**config.mk**
```make
export PLATFORM = sky130hd
export DESIGN_NAME = lsu_ctrl
export DESIGN_NICKNAME = d
export VERILOG_FILES = /design/src/rtl/lsu_ctrl_pkg.sv /design/src/rtl/lsu_align.sv /design/src/rtl/lsu_ctrl.sv
export SDC_FILE = /design/constraint.sdc
export NUM_CORES = 1
export LEC_CHECK = 0
export ABC_AREA = 1
export CAP_MARGIN = 20
export CORE_MARGIN = 5
export CORE_UTILIZATION = 31
export CTS_CLUSTER_DIAMETER = 150
export CTS_CLUSTER_SIZE = 25
export DETAILED_ROUTE_END_ITERATION = 12
export PLACE_DENSITY = 0.57
export SLEW_MARGIN = 20
export SYNTH_ARGS = -nofsm -noshare
export SYNTH_HDL_FRONTEND = slang
export SYNTH_SLANG_ARGS = --single-unit
export TNS_END_PERCENT = 5
```
**constraint.sdc**
```tcl
create_clock -name clk -period 7.2 [get_ports clk]
set_clock_uncertainty 0.1 [all_clocks]
set_input_delay 1.8 -clock clk [delete_from_list [all_inputs] [get_ports clk]]
set_output_delay 1.8 -clock clk [all_outputs]
set_load 0.02 [all_outputs]
```
**src/rtl/lsu_ctrl_pkg.sv**
```systemverilog
// lsu_ctrl_pkg
//   Shared LSU definitions. The op encodings are the funct3 values that the
//   execute stage also uses for its lsu_op decode. lsu_req_err() is the single
//   place that decides whether an incoming request is rejected (bad op or
//   misaligned address).
package lsu_ctrl_pkg;

   // Load ops (req_store = 0)
   localparam logic [2:0] LSU_LB  = 3'd0;
   localparam logic [2:0] LSU_LH  = 3'd1;
   localparam logic [2:0] LSU_LW  = 3'd2;
   localparam logic [2:0] LSU_LBU = 3'd4;
   localparam logic [2:0] LSU_LHU = 3'd5;

   // Store ops (req_store = 1)
   localparam logic [2:0] LSU_SB  = 3'd0;
   localparam logic [2:0] LSU_SH  = 3'd1;
   localparam logic [2:0] LSU_SW  = 3'd2;

   // op[1:0] is the access size for every valid op: 0 byte, 1 half, 2 word.
   function automatic logic lsu_req_err(input logic       store,
                                        input logic [2:0] op,
                                        input logic [1:0] lane);
      logic bad_op;
      logic misaligned;
      if (store) bad_op = (op > LSU_SW);
      else       bad_op = (op == 3'd3) || (op > LSU_LHU);
      misaligned = ((op[1:0] == 2'b01) && lane[0]) ||
                   ((op[1:0] == 2'b10) && (lane != 2'b00));
      return bad_op || misaligned;
   endfunction

endpackage

```
**src/rtl/lsu_align.sv**
```systemverilog
// lsu_align
//   Purely combinational byte/half lane logic for the LSU.
//   i_op    : LSU op (load or store encoding, see lsu_ctrl_pkg)
//   i_lane  : byte address bits [1:0]
//   i_word  : word read from RAM
//   i_wdata : right-aligned store data
//   o_load  : extracted and sign/zero-extended load result
//   o_merge : i_word with the addressed byte/half replaced by store data
//             (for SW this is simply i_wdata)
module lsu_align
   import lsu_ctrl_pkg::*;
(
   input  logic [2:0]  i_op,
   input  logic [1:0]  i_lane,
   input  logic [31:0] i_word,
   input  logic [31:0] i_wdata,
   output logic [31:0] o_load,
   output logic [31:0] o_merge
);

   logic [7:0]  w_byte;
   logic [15:0] w_half;

   always_comb begin
      w_byte = i_word[{i_lane, 3'b000} +: 8];
      w_half = i_lane[1] ? i_word[31:16] : i_word[15:0];

      case (i_op)
         LSU_LB:  o_load = {{24{w_byte[7]}}, w_byte};
         LSU_LBU: o_load = {24'h0, w_byte};
         LSU_LH:  o_load = {{16{w_half[15]}}, w_half};
         LSU_LHU: o_load = {16'h0, w_half};
         LSU_LW:  o_load = i_word;
         default: o_load = 32'h0;
      endcase

      o_merge = i_word;
      case (i_op)
         LSU_SB:  o_merge[{i_lane, 3'b000} +: 8] = i_wdata[7:0];
         LSU_SH:  begin
            if (i_lane[1]) o_merge[31:16] = i_wdata[15:0];
            else           o_merge[15:0]  = i_wdata[15:0];
         end
         default: o_merge = i_wdata;
      endcase
   end

endmodule

```
**src/rtl/lsu_ctrl.sv**
```systemverilog
// lsu_ctrl
//   Load/store unit between execute and a single-port word RAM (registered
//   read, 1-cycle latency, no byte enables). Sub-word stores are done by
//   read-modify-write.
//   clk, rst          : clock, synchronous active-high reset
//   req_*             : request from execute (valid/ready)
//   resp_valid/err    : one-cycle completion pulse, err qualifies it
//   resp_rdata        : extended load data, 0 unless a successful load
//   ram_addr/wren/wdata, ram_rdata : RAM port
//   dbg_state         : current FSM state, for observation only
//
// Handshake: a request transfers on a rising edge where req_valid and
//   req_ready are both high. req_ready is high only in IDLE, so the request
//   fields need only be valid in that cycle; anything presented while busy is
//   ignored. There is no response backpressure: resp_valid is a single-cycle
//   pulse that the consumer must take.
module lsu_ctrl
   import lsu_ctrl_pkg::*;
#(
   parameter int ADDR_W = 7
) (
   input  logic              clk,
   input  logic              rst,
   input  logic              req_valid,
   output logic              req_ready,
   input  logic              req_store,
   input  logic [2:0]        req_op,
   input  logic [31:0]       req_addr,
   input  logic [31:0]       req_wdata,
   output logic              resp_valid,
   output logic              resp_err,
   output logic [31:0]       resp_rdata,
   output logic [ADDR_W-1:0] ram_addr,
   output logic              ram_wren,
   output logic [31:0]       ram_wdata,
   input  logic [31:0]       ram_rdata,
   output logic [2:0]        dbg_state
);

   typedef enum logic [2:0] {
      S_IDLE, S_RD, S_WR, S_MERGE, S_RESP, S_ERR
   } state_t;

   state_t            r_state;
   logic              r_store;
   logic [2:0]        r_op;
   logic [1:0]        r_lane;
   logic [31:0]       r_wdata;
   logic [ADDR_W-1:0] r_ram_addr;
   logic              r_ready;
   logic              r_resp_valid;
   logic              r_resp_err;
   logic              r_wren;

   logic              w_accept;
   logic [31:0]       w_load_word;
   logic [31:0]       w_merge_word;
   // Address bits above the RAM window are deliberately ignored (aliasing).
   logic              w_unused;

   assign w_accept = req_valid && r_ready;
   assign w_unused = &{1'b0, req_addr[31:ADDR_W+2]};

   always_ff @(posedge clk) begin
      if (rst) begin
         r_state      <= S_IDLE;
         r_store      <= 1'b0;
         r_op         <= 3'd0;
         r_lane       <= 2'd0;
         r_wdata      <= 32'h0;
         r_ram_addr   <= '0;
         r_ready      <= 1'b1;
         r_resp_valid <= 1'b0;
         r_resp_err   <= 1'b0;
         r_wren       <= 1'b0;
      end else begin
         r_resp_valid <= 1'b0;
         r_resp_err   <= 1'b0;
         r_wren       <= 1'b0;
         case (r_state)
            S_IDLE: begin
               if (w_accept) begin
                  r_store    <= req_store;
                  r_op       <= req_op;
                  r_lane     <= req_addr[1:0];
                  r_wdata    <= req_wdata;
                  r_ram_addr <= req_addr[ADDR_W+1:2];
                  r_ready    <= 1'b0;
                  if (lsu_req_err(req_store, req_op, req_addr[1:0])) begin
                     r_state      <= S_ERR;
                     r_resp_valid <= 1'b1;
                     r_resp_err   <= 1'b1;
                  end else if (req_store && (req_op == LSU_SW)) begin
                     r_state <= S_WR;
                     r_wren  <= 1'b1;
                  end else begin
                     // Loads and sub-word stores both need the old word first.
                     r_state <= S_RD;
                  end
               end
            end
            S_RD: begin
               if (r_store) begin
                  r_state <= S_MERGE;
                  r_wren  <= 1'b1;
               end else begin
                  r_state      <= S_RESP;
                  r_resp_valid <= 1'b1;
               end
            end
            S_WR, S_MERGE: begin
               r_state      <= S_RESP;
               r_resp_valid <= 1'b1;
            end
            default: begin
               r_state <= S_IDLE;
               r_ready <= 1'b1;
            end
         endcase
      end
   end

   lsu_align u_align (
      .i_op    (r_op),
      .i_lane  (r_lane),
      .i_word  (ram_rdata),
      .i_wdata (r_wdata),
      .o_load  (w_load_word),
      .o_merge (w_merge_word)
   );

   assign req_ready  = r_ready;
   assign resp_valid = r_resp_valid;
   assign resp_err   = r_resp_err;
   assign ram_addr   = r_ram_addr;
   assign dbg_state  = r_state;
   // Reset kills a write in the same cycle, so an interrupted RMW leaves the
   // RAM untouched.
   assign ram_wren   = r_wren && !rst;

   // RAM read data only arrives in RESP/MERGE, so these paths are
   // combinational from ram_rdata.
   assign resp_rdata = ((r_state == S_RESP) && !r_store) ? w_load_word : 32'h0;
   assign ram_wdata  = (r_state == S_MERGE) ? w_merge_word :
                       (r_state == S_WR)    ? r_wdata      : 32'h0;

endmodule

```
==> results.txt <==
After detailed routing, the total wire length is 17,800 microns. The tightest hold path in the finished design has a slack of 0.368 ns. The multiplexer area fraction after synthesis came out at 0%. The weighted congestion at the end of routability-driven global placement is a little under 0.9. The worst register-to-register path has a depth of 8. The worst slew margin relative to its limit is between 30% and 40%.

The clock insertion delay at the later pin of the skew report came out at between 0.3 and 0.4 ns. Entering global routing, the biggest net connects 75 pins. The number of synthesized register bits came out at 52. The initial core utilization is a little under a third. The number of setup violations in the final report is 0. The max-capacitance violation count came out at 0.

The antenna violation net count after detailed routing came out at 0. The peak ir drop on the vdd network came out at about 0.13 mV. The worst setup path is captured at an output pin. The post-layout minimum cycle time came out at 5.81 ns. Cells with a size suffix above 1 make up 3.60% of the layout. The post-synthesis cell count came out at 853.

The number of global-route vias before repair came out at 5,315. In this run the count of I/O pins placed on the die edge is around 180. The clock edge transition at the registers on the reported setup and hold paths came out at about 0.080 ns. The die area is 17,400 sq um.

TritonCTS built the clock tree. The worst hold path begins at ram_addr[5]. The count of different cell masters after synthesis is 26. The required time of the critical path is 5.30 ns. The critical-path maximum fanout came out at 24. The combined global-route utilization of all metal layers is ~20%. The die height came out at ~130 microns. The layout net count came out at between 1,000 and 1,500.

The worst register-to-register path begins at dbg_state[1]. Clock tree synthesis found a total of 52 sinks. The average wire per standard cell is around 15 microns. The post-placement setup slack is 1.39 ns. The critical path arrival is approximately 3.9 ns. The cell area after placement came out at just over 6000 sq um. In this run the worst hold path is classified as register to register.

The sequential fraction of the synthesis area is a little under a quarter. Synthesis produced a netlist with a net count of 961. The maximum buffer depth of the clock tree came out at 2. The remaining design rule violation count came out at 0. The number of cell rows is 44.

The number of inserted diodes is 0. The setup slack of the worst register-to-register path came out at between 5 and 6 ns. The post-route cell area came out at ~6400 sq um. The power per standard cell area is 219 nW/um^2. The largest total area in the synthesized netlist belongs to nand2_1.

The accumulated negative setup slack is 0 ns. Buffers added to address setup during post-CTS repair amount to 0. Based on the critical path, the design can be clocked at up to 0.172 GHz. The total congestion overflow is 0.

The number of DRC markers in iteration 0 is roughly 360. The HPWL after detailed placement is between 10,000 and 15,000 microns. The first global-routing pass estimated between 20,000 and 30,000 microns of wire. Summing the areas of all and, or, nand and nor instances in the mapped netlist gives a little under two fifths of the synthesized area. Sorting the synthesized cells by area gives the leading types as nand2_1, dfxtp_1, a21oi_1. The mean number of vias per cell is ~4.8. In this run the biggest area consumer among cell types represents about 24% of the synthesized area. The final setup slack of the worst path came out at between 1 and 1.5 ns.

The number of H-tree levels came out at 2. The number of antenna violations at the first check in global routing was 0. For the pin with the worst max-slew slack, the measured transition is approximately 1.0 ns. The hold violation count in the final report came to 0. The number of gates given a new drive strength after cts is 0. The layout-stage area growth over the synthesis result is 38.5%.

A synthesized cell averages approximately 5.4 sq um. The post-synth design cell area came out at about 4600 sq um. Counting the buffers created by CTS gives 5. The worst setup path is of the input pin to output pin kind. After Yosys synthesis, XOR and XNOR cells account for 0% of the synthesized area.

Summing internal, switching and leakage power gives ~1400 uW. Yosys printed 0 warnings. The final clock period utilization by the worst path is 80.8%.

By area, the combinational part of the netlist is dominated by simple AND/OR/NAND/NOR gates. The worst setup path is launched from an input pin. The area fraction in compound gates after synthesis is about 23%. The adder and majority cell fraction of the synthesized area came out at 1.36%. The count of input and output buffers came out at between 150 and 200. In this run the clock root is driven by a clkbuf_16.

The number of slew-limit violations in the final report is 0. The detailed router placed about 5,600 vias in this run. The area inside the core boundary came out at 14,500 sq um. Hold repair after CTS inserted 0 buffers. The endpoint of the worst hold-timing path is ram_addr[5]. The static leakage power came out at 0.00289 uW.

The width of the die came out at 132 microns. Setup repair after global routing left no endpoint under its margin. The depth of the worst hold-timing path came out at 2.

The first detailed-routing pass ran for 5 iterations. The flow ran to the end, and the final reports show no timing, DRC or antenna violations. In this run the critical register-to-register path is captured at resp_valid.
[routing by layer]
layer,global-route usage [%],share of wire [%],wire length (microns),vias to the layer above
met4,5.03,1.9,336,0
met1,27.2,46,8150,2484
met3,5.34,8.4,1490,15
met2,31.4,44,7810,200
li1,-,-,-,2912
met5,0,0,0,-
[Yosys cell counts]
cell type	number
a21boi_0	2
nand2_1	297
nand3_1	45
buf_6	7
ha_1	5
o21ai_0	84
nor3_2	2
nand3_4	1
clkinv_2	1
buf_1	2
clkbuf_1	19
buf_2	16
inv_2	6
o21ai_2	1
nor2_2	2
nor2_8	1
a21oi_1	115
nand2_2	7
nand4_1	2
nor2_1	72
buf_4	4
nor2_4	2
dfxtp_1	52
o21ai_1	3
a21oi_4	1
inv_1	104
[registers in the layout (all words and copies together), names as in the netlist]
name / cells
resp_valid: 1
r_wdata: 32
r_store: 1
dbg_state: 3
resp_err: 1
r_lane: 2
r_op: 3
r_wren: 1
ram_addr: 7
req_ready: 1
[cells in the final DEF (no fill, tap or decap), drive strengths merged, types with 3 or more instances in the layout]
cell           Yosys  routed
clkbuf            19       5
nand3             46      46
nand2            304     304
a21oi            116     116
o21ai             88      88
buf               29       3
inv              110     110
ha                 5       5
bufinv             0       3
dfxtp             52      52
nor2              77      77
clkdlybuf4s50      0     157
[power by group]
part | internal [uW] | switching [uW]
Clock | 235 | 120
Combinational | 223 | 439
Sequential | 336 | 44.1
[cell type report]
cell class                      instances  area, sq um
Sequential cell                        52         1040
Tap cell                              184          230
Inverter                              111          418
Clock buffer                            5          125
Fill cell                            1630         8160
Multi-Input combinational cell        642         2870
Clock inverter                          3         90.1
Timing Repair Buffer                  160         1590
[logic make-up (layout without fill, tap and decap cells)]
kind of cell,count (synthesis),in the layout
flops,52,52
compound gates,206,206
simple gates,431,431
buf+inv,159,279
fa+ha+maj,5,5
[how the worst max path moves through the flow]
| stage | start | cells after the start | slack [ns] | endpoint |
|---|---|---|---|---|
| after global routing | ram_rdata[15] | 8 | 1.20 | resp_rdata[18] |
| after CTS | ram_rdata[15] | 8 | 1.38 | resp_rdata[8] |
| after global placement | ram_rdata[15] | 8 | 1.40 | resp_rdata[10] |
| after floorplan | ram_rdata[31] | 7 | 2.59 | resp_rdata[11] |
| after detailed placement | ram_rdata[15] | 8 | 1.39 | resp_rdata[8] |
| final | ram_rdata[15] | 8 | 1.39 | resp_rdata[8] |
[through the flow]
stage               std cells  util [%]
floorplan                 853         -
global placement         1149      42.4
detailed placement       1149      42.4
CTS                      1157      43.8
global route             1157      43.8
finish                   1157      43.8
[worst max-delay path, stage by stage]
cell and delay, ns:
clkdlybuf4s50_1 0.51, nand2_1 0.12, nand2_1 0.13, nand2_1 0.05, nand2_1 0.10, nand2_2 0.25, a21oi_1 0.24, clkdlybuf4s50_1 0.69
Power figures use the tool's default switching activity.
